--- config.mk ---
export PLATFORM = sky130hd
export DESIGN_NAME = tdm_demux_flat
export DESIGN_NICKNAME = d
export VERILOG_FILES = /design/src/rtl/tdm_demux_if.sv /design/src/rtl/tdm_demux.sv /design/src/flat_wrapper.sv
export SDC_FILE = /design/constraint.sdc
export NUM_CORES = 1
export LEC_CHECK = 0
export BUFFER_PORTS_ARGS = -buffer_cell sky130_fd_sc_hd__buf_2
export CORE_ASPECT_RATIO = 0.7
export CORE_MARGIN = 3
export CORE_UTILIZATION = 52
export CTS_CLUSTER_DIAMETER = 50
export DETAILED_ROUTE_END_ITERATION = 16
export PLACE_DENSITY = 0.73
export SYNTH_ARGS = -nofsm -noshare
export SYNTH_HDL_FRONTEND = slang
export SYNTH_SLANG_ARGS = --single-unit
--- constraint.sdc ---
create_clock -name clk -period 2.1 [get_ports clk]
set_clock_uncertainty 0.1 [all_clocks]
set_input_delay 0.21 -clock clk [delete_from_list [all_inputs] [get_ports clk]]
set_output_delay 0.21 -clock clk [all_outputs]
set_load 0.05 [all_outputs]
--- src/rtl/tdm_demux_if.sv ---
// -----------------------------------------------------------------------------
// tdm_demux_if
// Bundles the serial input stream and the parallel frame output of the
// TDM demultiplexer.
//   din         serial data bit
//   din_valid   qualifies din and frame_start
//   frame_start marks din as bit 0 of a new frame
//   dout        last completed frame, channel k at dout[k*W +: W]
//   valid       one-cycle pulse, dout updated this cycle
//   sync_err    one-cycle pulse, partial frame aborted by early frame_start
// Modports: master drives the serial stream, slave is the demultiplexer.
// -----------------------------------------------------------------------------
interface tdm_demux_if #(
    parameter int N = 4,
    parameter int W = 8
);
    logic           din;
    logic           din_valid;
    logic           frame_start;
    logic [N*W-1:0] dout;
    logic           valid;
    logic           sync_err;

    modport master (
        output din, din_valid, frame_start,
        input  dout, valid, sync_err
    );

    modport slave (
        input  din, din_valid, frame_start,
        output dout, valid, sync_err
    );
endinterface

--- src/rtl/tdm_demux.sv ---
// -----------------------------------------------------------------------------
// tdm_demux
// Receives a frame-synchronised serial bit stream (MSB of each channel first)
// and delivers N parallel W-bit channel words. The completed frame is written
// to dout atomically together with a one-cycle valid pulse; a frame_start that
// arrives before a frame is complete aborts it with a one-cycle sync_err pulse
// and starts a new frame with that bit.
// Ports:
//   clk  rising-edge clock
//   rst  synchronous, active-high reset
//   bus  tdm_demux_if.slave (din, din_valid, frame_start, dout, valid, sync_err)
// -----------------------------------------------------------------------------
module tdm_demux #(
    parameter int N = 4,
    parameter int W = 8
) (
    input  logic        clk,
    input  logic        rst,
    tdm_demux_if.slave  bus
);
    localparam int F  = N * W;
    localparam int CW = $clog2(F + 1);

    typedef enum logic {
        IDLE,
        RECV
    } state_t;

    state_t          state, state_next;
    logic [CW-1:0]   cnt, cnt_next;
    // Assembly register is a shift register: bit i of the frame ends up at
    // position F-1-i once all F bits have been shifted in.
    logic [F-1:0]    shift, shift_next;
    logic [F-1:0]    frame_word;
    logic            frame_done;
    logic            frame_abort;

    logic [F-1:0]    dout_q;
    logic            valid_q;
    logic            sync_err_q;

    // Next-state and datapath control.
    always_comb begin
        // NOTE: every signal gets a default first so no path leaves it
        // unassigned, which would otherwise infer a latch.
        state_next  = state;
        cnt_next    = cnt;
        shift_next  = shift;
        frame_done  = 1'b0;
        frame_abort = 1'b0;

        if (bus.din_valid) begin
            unique case (state)
                IDLE: begin
                    if (bus.frame_start) begin
                        shift_next = {shift[F-2:0], bus.din};
                        cnt_next   = CW'(1);
                        state_next = RECV;
                    end
                end
                RECV: begin
                    shift_next = {shift[F-2:0], bus.din};
                    if (bus.frame_start) begin
                        // Early frame_start: this bit becomes bit 0 of a new frame.
                        frame_abort = 1'b1;
                        cnt_next    = CW'(1);
                    end else if (cnt == CW'(F - 1)) begin
                        frame_done = 1'b1;
                        cnt_next   = '0;
                        state_next = IDLE;
                    end else begin
                        cnt_next = cnt + CW'(1);
                    end
                end
                default: state_next = IDLE;
            endcase
        end
    end

    // Arrival order to channel layout: the first channel received sits in the
    // top W bits of the shift register, but belongs in dout[W-1:0].
    always_comb begin
        frame_word = '0;
        for (int c = 0; c < N; c++) begin
            frame_word[c*W +: W] = shift_next[(N-1-c)*W +: W];
        end
    end

    always_ff @(posedge clk) begin
        if (rst) begin
            state      <= IDLE;
            cnt        <= '0;
            // NOTE: the assembly register is cleared too so that the whole
            // block comes out of reset in a known state; functionally every
            // bit is overwritten before it reaches dout.
            shift      <= '0;
            dout_q     <= '0;
            valid_q    <= 1'b0;
            sync_err_q <= 1'b0;
        end else begin
            // NOTE: non-blocking assignments so all registers update from the
            // values present before the edge.
            state      <= state_next;
            cnt        <= cnt_next;
            shift      <= shift_next;
            valid_q    <= frame_done;
            sync_err_q <= frame_abort;
            if (frame_done) begin
                dout_q <= frame_word;
            end
        end
    end

    assign bus.dout     = dout_q;
    assign bus.valid    = valid_q;
    assign bus.sync_err = sync_err_q;

endmodule

--- src/flat_wrapper.sv ---
// flat-port wrapper written by rule: the top's interface ports become plain ports
module tdm_demux_flat 
#(
    parameter int N = 4,
    parameter int W = 8
)
  (clk, rst, bus_din, bus_din_valid, bus_frame_start, bus_dout, bus_valid, bus_sync_err);
  tdm_demux_if #(.N(N), .W(W)) bus_i ();
  input  logic clk;
  input  logic rst;
  input wire logic [$bits(bus_i.din)-1:0] bus_din;
  input wire logic [$bits(bus_i.din_valid)-1:0] bus_din_valid;
  input wire logic [$bits(bus_i.frame_start)-1:0] bus_frame_start;
  output wire logic [$bits(bus_i.dout)-1:0] bus_dout;
  output wire logic [$bits(bus_i.valid)-1:0] bus_valid;
  output wire logic [$bits(bus_i.sync_err)-1:0] bus_sync_err;
  assign bus_i.din = bus_din;
  assign bus_i.din_valid = bus_din_valid;
  assign bus_i.frame_start = bus_frame_start;
  assign bus_dout = bus_i.dout;
  assign bus_valid = bus_i.valid;
  assign bus_sync_err = bus_i.sync_err;
  tdm_demux #(.N(N), .W(W)) u_core (.clk(clk), .rst(rst), .bus(bus_i));
endmodule
==> flow_summary_export.csv, run 1 <==
group,metric,value,unit
status,status,"completed",
sta,min_period,1.85,ns
power_and_ir_drop,swShare,0.195,
power_and_ir_drop,net-switching-power,0.000564,W
floorplan,io_pins,39,
sta,tightest_slew,0.351,ns
sta,finalSetupViolations,0,
worst_setup_path,crit_buf_inv,1,
synth,synthCells,259,
route,initialDrtViolationCount,105,
worst_setup_path,rr_startpoint,"u_core.cnt[0]$_SDFFE_PP0P_",
sta,relSlewSlack,0.766,
synth,postSynthAreaPerCell,10.8,um^2
power_and_ir_drop,p_comb_frac,0.036,
placed_design,place.gp.congestion,0.830,
synth,ys_warn_count,0,
worst_setup_path,worst_setup_path_start_kind,"flip-flop",
clock_network,cts_max_path_buffers,2,
job,maxCapViolCount,0,
sta,fin_crit_sh,0.882,
synth,synth_cell_types,30,
final_layout,antennaDiodeCount,0,
route,wl,4.75,mm
grt,grtUsageTotal,0.160,
worst_setup_path,cp_data_required_time,2.26,ns
power_and_ir_drop,peakVddDrop,0.619,mV
synth,synth_edf_count,0,
synth,synth_top_area_share,0.525,
route,via_count,1903,
floorplan,dieHeight,67.2,um
worst_setup_path,end_kind,"flip-flop",
sta,timing_hold_violations_final,0,
power_and_ir_drop,p_leak,1.41,nW
grt,antenna_found_initial,0,
sta,fin_setup_tns,0,ns
floorplan,die_x,93.5,um
power_and_ir_drop,power.density,882,nW/um^2
worst_setup_path,slowest_stage,"dfxtp_1",
clock_network,clockRootBuffer,"clkbuf_8",
worst_setup_path,crit_path_max_incr_delay,0.39,ns
worst_setup_path,cp_top_family,"simple AND/OR/NAND/NOR gates",
synth,synth.most_common_cell,"dfxtp_1",
clock_network,postCtsSetupBuffers,0,
worst_setup_path,worstPathArrival,2.01,ns
route,vias_per_cell,5.16,
clock_network,cts_hold_buf,0,
clock_network,cts_htree_levels,3,
worst_setup_path,critPathLaunch,"u_core.cnt[0]$_SDFFE_PP0P_",
route,antenna_left,0,
placed_design,numPortBuffers,38,
power_and_ir_drop,pwr-share-seq,0.482,
grt,grt_max_degree,65,
synth,yosys.area.top_type,"dfxtp_1",
grt,grt_pass1_wl,7.71,mm
floorplan,rows,21,
synth,synthArstFlopShare,0,
floorplan,initial_core_util,0.561,
final_layout,num-nets-final,301,
hold_path,hold_path_startpoint,"bus_din",
sta,drv_slew,0,
hold_path,hold_class,"in -> reg",
synth,synthFlopType,"dfxtp_1",
route,wl_per_cell,12.9,um
clock_network,tritoncts,"built",
synth,ys_ff_latch,73,
route,drt_pass1_iterations,4,
synth,synthesis.nets,265,
placed_design,hpwlAfterDp,2.89,mm
sta,holdWs,0.0389,ns
power_and_ir_drop,pwr-share-clk,0.483,
clock_network,cts_buffers,9,
final_layout,drive_gt1_frac,0.307,
synth,synth_area_leaders,"dfxtp_1 52%, a211oi_2 13%, mux2i_1 12%",
worst_setup_path,crit_chain,"ha_1, nand3_2, nor3_4, buf_12, nor2_1, a211oi_2",
sta,rsz0062_at_grt,"false",
synth,synth_area,2790,um^2
clock_network,clkSlewWorstSetupHoldPaths,0.07,ns
grt,first_global_vias,1641,
floorplan,die_area,6280,um^2
final_layout,syn_to_final_growth,18.0,%
clock_network,clock_latency,0.34,ns
sta,max_freq,540,MHz
worst_setup_path,crit_path_max_fanout,64,
floorplan,coreArea,4970,um^2
power_and_ir_drop,intPower,0.00233,W
route,drc_errors,0,
clock_network,cts_resized,0,
worst_setup_path,worst-setup-path-type,"reg -> reg",
clock_network,numClockSinks,73,
grt,grt.overflow.total,0,
synth,synth_commonest_cells,"73 x dfxtp_1, 67 x nor2_1, 32 x mux2i_1, 28 x a211oi_2, 8 x clkbuf_1",
synth,seq_area_frac_synth,0.525,
[final cells by class]
type                    count  area [um^2]
clock inverters             6          130
well taps                  69         86.3
repair buffers             43          265
fillers                   394         1680
clock buffers              10          128
inverters                   2         7.51
flip-flops and latches     73         1460
multi-input cells         166         1210
[power groups by stage]
| stage | clock network (W) | logic (W) | registers [W] |
|---|---|---|---|
| after floorplan | 0 | 0.0000780 | 0.00143 |
| after global routing | 0.00148 | 0.000111 | 0.00140 |
| after CTS | 0.00143 | 0.000104 | 0.00140 |
| final | 0.00140 | 0.000104 | 0.00140 |
| after detailed placement | 0 | 0.000103 | 0.00143 |
| after global placement | 0 | 0.000103 | 0.00143 |
[final timing paths]
path	endpoint	slack, ns	cells after the start
setup / recovery	u_core.bus.dout[31]$_SDFFE_PP0P_	0.25	6
hold / removal	u_core.shift[0]$_SDFF_PP0_	0.04	3
setup reg to reg	u_core.bus.dout[31]$_SDFFE_PP0P_	0.25	6
hold reg to reg	u_core.bus.dout[4]$_SDFFE_PP0P_	0.40	2
[worst register-to-register path: stages, from the launching register on]
cell and delay, ns:
dfxtp_1 0.39, ha_1 0.23, nand3_2 0.14, nor3_4 0.24, buf_12 0.31, nor2_1 0.15
a211oi_2 0.21
[cell families (layout without fill, tap and decap cells)]
| group | Yosys count | count (layout) | share of synthesized area |
|---|---|---|---|
| AND/OR/NAND/NOR | 86 | 86 | 0.142 |
| adder cells (fa/ha/maj) | 1 | 1 | 0.00449 |
| multiplexers | 32 | 32 | 0.115 |
| flip-flops | 73 | 73 | 0.525 |
| buffers and inverters | 20 | 61 | 0.0458 |
| AO/OA/AOI/OAI | 47 | 47 | 0.168 |
[sequential cells by signal, summed over array words and instances, names as in the netlist]
signal	cells
u_core.bus.valid	1
u_core.bus.sync_err	1
u_core.shift	32
u_core.cnt	6
u_core.bus.dout	32
u_core.state	1
[through the flow]
step / area, um^2 / worst slack, ns / util / cells / power, W
after floorplan: 2790 / 0.413 / - / 259 / 0.00150
after global placement: 3030 / 0.366 / 0.610 / 353 / 0.00153
after detailed placement: 3030 / 0.257 / 0.610 / 353 / 0.00153
after CTS: 3290 / 0.250 / 0.662 / 369 / 0.00293
after global routing: 3290 / 0.132 / 0.662 / 369 / 0.00299
final: 3290 / 0.249 / 0.662 / 369 / 0.00290
[layer usage]
metal | share of wire | track usage | up-vias
li1 | - | - | 977
met1 | 0.51 | 0.198 | 880
met2 | 0.42 | 0.246 | 42
met3 | 0.060 | 0.0857 | 4
met4 | 0.0053 | 0.0439 | 0
met5 | 0 | 0 | -
[layout by cell type (no fill, tap or decap), drive strengths merged]
cell type,n
dfxtp,73
nor2,67
buf,43
mux2i,32
a211oi,32
clkbuf,10
a21oi,5
bufinv,4
nor3,4
o21ai,4
nand2,3
nand3,3
nand3b,3
inv,2
a31oi,2
clkinv,2
nand2b,1
and3b,1
a21o,1
or2,1
a41oi,1
a22oi,1
o31ai,1
and3,1
or4b,1
nor3b,1
ha,1
(Power assumes the default switching activity.)
==> run 2: changes to the inputs <==
--- a/config.mk
+++ b/config.mk
@@ -11,7 +11,7 @@
 export CORE_UTILIZATION = 52
 export CTS_CLUSTER_DIAMETER = 50
 export DETAILED_ROUTE_END_ITERATION = 16
-export PLACE_DENSITY = 0.73
+export PLACE_DENSITY = 0.77
 export SYNTH_ARGS = -nofsm -noshare
 export SYNTH_HDL_FRONTEND = slang
 export SYNTH_SLANG_ARGS = --single-unit
==> flow_summary_export.csv, run 2 (same netlist as run 1, synthesis figures left out) <==
group,metric,value,unit
floorplan,rows,21,
final_layout,final_cell_mix,"73 x dfxtp_1, 67 x nor2_1, 38 x buf_2",
sta,finalSetupViolations,0,
floorplan,initial_core_util,0.561,
grt,grt_max_degree,46,
grt,grtUsageTotal,0.166,
sta,relSlewSlack,0.798,
final_layout,drive_gt1_frac,0.310,
route,antenna_left,0,
route,wl,4.82,mm
final_layout,num-fill-cells,402,
final_layout,antennaDiodeCount,0,
clock_network,postCtsSetupBuffers,0,
floorplan,dieHeight,67.2,um
clock_network,cts_buffers,9,
grt,grt.overflow.total,0,
sta,tightest_slew,0.294,ns
worst_setup_path,worst-setup-path-type,"reg -> reg",
route,wl_per_cell,13.1,um
sta,rsz0062_at_grt,"false",
sta,fin_crit_sh,0.863,
floorplan,die_area,6280,um^2
final_layout,seqCellArea,1460,um^2
final_layout,syn_to_final_growth,16.5,%
grt,first_global_vias,1742,
floorplan,coreArea,4970,um^2
route,via_count,1899,
hold_path,hold_class,"in -> reg",
sta,drv_slew,0,
power_and_ir_drop,swShare,0.226,
clock_network,numClockSinks,73,
floorplan,die_x,93.5,um
power_and_ir_drop,net-switching-power,0.000587,W
sta,min_period,1.81,ns
worst_setup_path,worst_setup_path_start_kind,"flip-flop",
power_and_ir_drop,pwr-share-seq,0.538,
final_layout,num-nets-final,301,
clock_network,cts_hold_buf,0,
worst_setup_path,cp_data_required_time,2.28,ns
grt,antenna_found_initial,0,
power_and_ir_drop,power.density,800,nW/um^2
placed_design,numPortBuffers,38,
sta,fin_setup_tns,0,ns
final_layout,final_common_cell,"dfxtp_1",
clock_network,clock_latency,0.35,ns
clock_network,cts_max_path_buffers,2,
job,maxCapViolCount,0,
floorplan,io_pins,39,
clock_network,clkSlewWorstSetupHoldPaths,0.07,ns
placed_design,hpwlAfterDp,3.17,mm
worst_setup_path,end_kind,"flip-flop",
route,drc_errors,0,
clock_network,clockRootBuffer,"clkbuf_8",
clock_network,cts_htree_levels,3,
power_and_ir_drop,pwr-share-clk,0.423,
placed_design,place.gp.congestion,0.788,
final_layout,multi_input_area,1210,um^2
status,status,"completed",
clock_network,tritoncts,"built",
sta,timing_hold_violations_final,0,
route,drt_pass1_iterations,4,
power_and_ir_drop,p_leak,1.39,nW
worst_setup_path,worstPathArrival,1.99,ns
grt,grt_pass1_wl,8.00,mm
route,vias_per_cell,5.15,
power_and_ir_drop,peakVddDrop,0.554,mV
worst_setup_path,crit_path_max_fanout,5,
power_and_ir_drop,p_comb_frac,0.039,
sta,holdWs,0.0533,ns
clock_network,cts_resized,0,
route,initialDrtViolationCount,136,
sta,max_freq,552,MHz
power_and_ir_drop,intPower,0.00201,W
==> run 2: cell types whose count changed in the layout (fill, tap and decap cells not counted), sizes merged <==
| cell | delta |
|---|---|
| bufinv | -3 |
| clkinv | +1 |
| clkinvlp | +2 |
==> run 2: cell type report <==
cell class              count  area share
clock buffers              10      0.0424
repair buffers             43      0.0856
inverters                   2     0.00231
clock inverters             6      0.0208
well taps                  69      0.0266
flip-flops and latches     73       0.450
multi-input cells         166       0.372
==> run 2: per-stage QoR <==
stage	util	setup WS (ns)	area, um^2	power, W	std cells
2_1_floorplan	-	0.413	2790	0.00150	259
3_3_place_gp	0.612	0.365	3040	0.00153	353
3_5_place_dp	0.612	0.308	3040	0.00153	353
4_1_cts	0.654	0.283	3250	0.00263	369
5_1_grt	0.654	0.182	3250	0.00269	369
6_report	0.654	0.287	3250	0.00259	369
==> run 2: power by group through the flow <==
stage / registers [W] / clock network, W / logic [W]
finish: 0.00140 / 0.00110 / 0.000101
global route: 0.00140 / 0.00119 / 0.000109
CTS: 0.00139 / 0.00114 / 0.000102
detailed placement: 0.00143 / 0 / 0.000101
global placement: 0.00143 / 0 / 0.000102
floorplan: 0.00143 / 0 / 0.0000780
==> run 2: worst max-delay path: stages, from the launching register on <==
cell	delay, ns
dfxtp_1	0.34
ha_1	0.25
nand3_2	0.13
or2_2	0.18
or4b_2	0.59
a21oi_1	0.15
==> run 2: metal layers <==
layer | share of wire | up-vias | global-route usage
met1 | 0.49 | 868 | 0.207
li1 | - | 971 | -
met2 | 0.43 | 51 | 0.252
met4 | 0.016 | 0 | 0.0713
met5 | 0 | - | 0
met3 | 0.067 | 9 | 0.0713
==> run 2: worst paths after layout <==
kind / startpoint / endpoint / slack, ns / depth (start not counted)
min: bus_din / u_core.shift[0]$_SDFF_PP0_ / 0.05 / 3
max reg2reg: u_core.cnt[0]$_SDFFE_PP0P_ / u_core.cnt[5]$_SDFFE_PP0P_ / 0.29 / 5
max: u_core.cnt[0]$_SDFFE_PP0P_ / u_core.cnt[5]$_SDFFE_PP0P_ / 0.29 / 5
min reg2reg: u_core.bus.dout[4]$_SDFFE_PP0P_ / u_core.bus.dout[4]$_SDFFE_PP0P_ / 0.39 / 2
==> run 3: changes to the inputs <==
--- a/config.mk
+++ b/config.mk
@@ -8,10 +8,10 @@
 export BUFFER_PORTS_ARGS = -buffer_cell sky130_fd_sc_hd__buf_2
 export CORE_ASPECT_RATIO = 0.7
 export CORE_MARGIN = 3
-export CORE_UTILIZATION = 52
+export CORE_UTILIZATION = 35
 export CTS_CLUSTER_DIAMETER = 50
 export DETAILED_ROUTE_END_ITERATION = 16
-export PLACE_DENSITY = 0.77
+export PLACE_DENSITY = 0.57
 export SYNTH_ARGS = -nofsm -noshare
 export SYNTH_HDL_FRONTEND = slang
 export SYNTH_SLANG_ARGS = --single-unit
==> flow_summary_export.csv, run 3 (same netlist as run 1, synthesis figures left out) <==
group,metric,value,unit
grt,antenna_found_initial,0,
worst_setup_path,rr_startpoint,"u_core.cnt[0]$_SDFFE_PP0P_",
hold_path,hold_class,"in -> reg",
route,via_count,1862,
power_and_ir_drop,p_leak,1.43,nW
clock_network,postCtsSetupBuffers,0,
worst_setup_path,end_kind,"flip-flop",
job,maxCapViolCount,0,
clock_network,clkSlewWorstSetupHoldPaths,0.06,ns
clock_network,cts_resized,0,
sta,tightest_slew,0.300,ns
power_and_ir_drop,peakVddDrop,0.446,mV
clock_network,clock_latency,0.33,ns
sta,drv_slew,0,
worst_setup_path,critPathLaunch,"u_core.cnt[0]$_SDFFE_PP0P_",
route,drc_errors,0,
route,initialDrtViolationCount,87,
power_and_ir_drop,power.density,935,nW/um^2
route,wl,5.08,mm
route,antenna_left,0,
final_layout,syn_to_final_growth,21.4,%
route,wl_per_cell,12.8,um
grt,grt_max_degree,65,
route,vias_per_cell,4.70,
floorplan,dieHeight,80.6,um
final_layout,fin_cells,396,
final_layout,antennaDiodeCount,0,
sta,relSlewSlack,0.794,
final_layout,num-nets-final,299,
sta,setup_slack,0.284,ns
placed_design,hpwlAfterDp,3.10,mm
clock_network,tritoncts,"built",
sta,rsz0062_at_grt,"false",
placed_design,place.gp.congestion,0.778,
grt,grt_pass1_wl,8.54,mm
hold_path,hold_path_startpoint,"bus_frame_start",
worst_setup_path,worst-setup-path-type,"reg -> reg",
floorplan,initial_core_util,0.371,
clock_network,clockRootBuffer,"clkbuf_16",
grt,grt.overflow.total,0,
clock_network,numClockSinks,73,
sta,fin_setup_tns,0,ns
final_layout,final_common_cell,"dfxtp_1",
final_layout,drive_gt1_frac,0.302,
worst_setup_path,worstPathArrival,1.96,ns
worst_setup_path,worst_setup_path_start_kind,"flip-flop",
final_layout,final_cell_mix,"73 x dfxtp_1, 67 x nor2_1, 38 x buf_2",
sta,finalSetupViolations,0,
sta,max_freq,551,MHz
sta,fin_crit_sh,0.865,
clock_network,cts_hold_buf,0,
floorplan,die_area,9080,um^2
worst_setup_path,crit_path_max_fanout,64,
grt,grtUsageTotal,0.121,
placed_design,placedCellCount,380,
grt,first_global_vias,1723,
floorplan,coreArea,7510,um^2
floorplan,rows,26,
worst_setup_path,cp_data_required_time,2.24,ns
sta,timing_hold_violations_final,0,
placed_design,place_ws,0.305,ns
sta,min_period,1.82,ns
status,status,"completed",
clock_network,cts_htree_levels,3,
floorplan,io_pins,39,
floorplan,die_x,113,um
clock_network,cts_buffers,9,
clock_network,cts_max_path_buffers,2,
placed_design,numPortBuffers,38,
route,drt_pass1_iterations,4,
run 3: changes by cell type in the layout (fill, tap and decap cells not counted), sizes merged:
| cell | delta |
|---|---|
| clkinv | -3 |
| buf | -2 |
| clkbuf | +2 |
| bufinv | +1 |
run 3: worst max-delay path, stage by stage (launching register included):
cell and delay (ns):
dfxtp_1 0.38, ha_1 0.23, nand3_2 0.14, nor3_4 0.24, buf_12 0.32, nor2_1 0.09
a211oi_2 0.22
run 3: cell type report:
cell class | count | area [um^2]
repair buffers | 41 | 250
multi-input cells | 166 | 1210
flip-flops and latches | 73 | 1460
well taps | 98 | 123
fillers | 718 | 4130
clock inverters | 4 | 75.1
inverters | 2 | 7.51
clock buffers | 12 | 256
run 3: power by group:
part / internal, W / switching, W / leakage [nW]
registers: 0.00139 / 0.00000653 / 0.588
clock network: 0.00110 / 0.000556 / 0.155
logic: 0.0000366 / 0.0000650 / 0.686
total: 0.00253 / 0.000628 / 1.43
run 3: path summary, 6_finish.rpt:
kind / to / slack (ns) / cells after the start
worst min-delay path: u_core.state$_SDFFE_PP0P_ / 0.1 / 3
worst max-delay path: u_core.bus.dout[17]$_SDFFE_PP0P_ / 0.28 / 6
worst min register to register: u_core.cnt[5]$_SDFFE_PP0P_ / 0.39 / 2
worst max register to register: u_core.bus.dout[17]$_SDFFE_PP0P_ / 0.28 / 6
run 3: layer usage:
metal  track usage  vias to the layer above  wire (um)
li1              -                      977          -
met1         0.161                      840       2680
met2         0.165                       34       2040
met3        0.0474                       11        248
met4        0.0648                        0        111
met5             0                        -          0
run 3: metrics by stage:
step	total power (W)	cell area (um^2)	hold slack, ns	utilization
finish	0.00316	3380	0.0983	0.450
global route	0.00327	3380	0.103	0.450
floorplan	0.00150	2790	0.250	-
global placement	0.00153	3050	0.380	0.406
detailed placement	0.00153	3050	0.380	0.406
CTS	0.00321	3380	0.0855	0.450
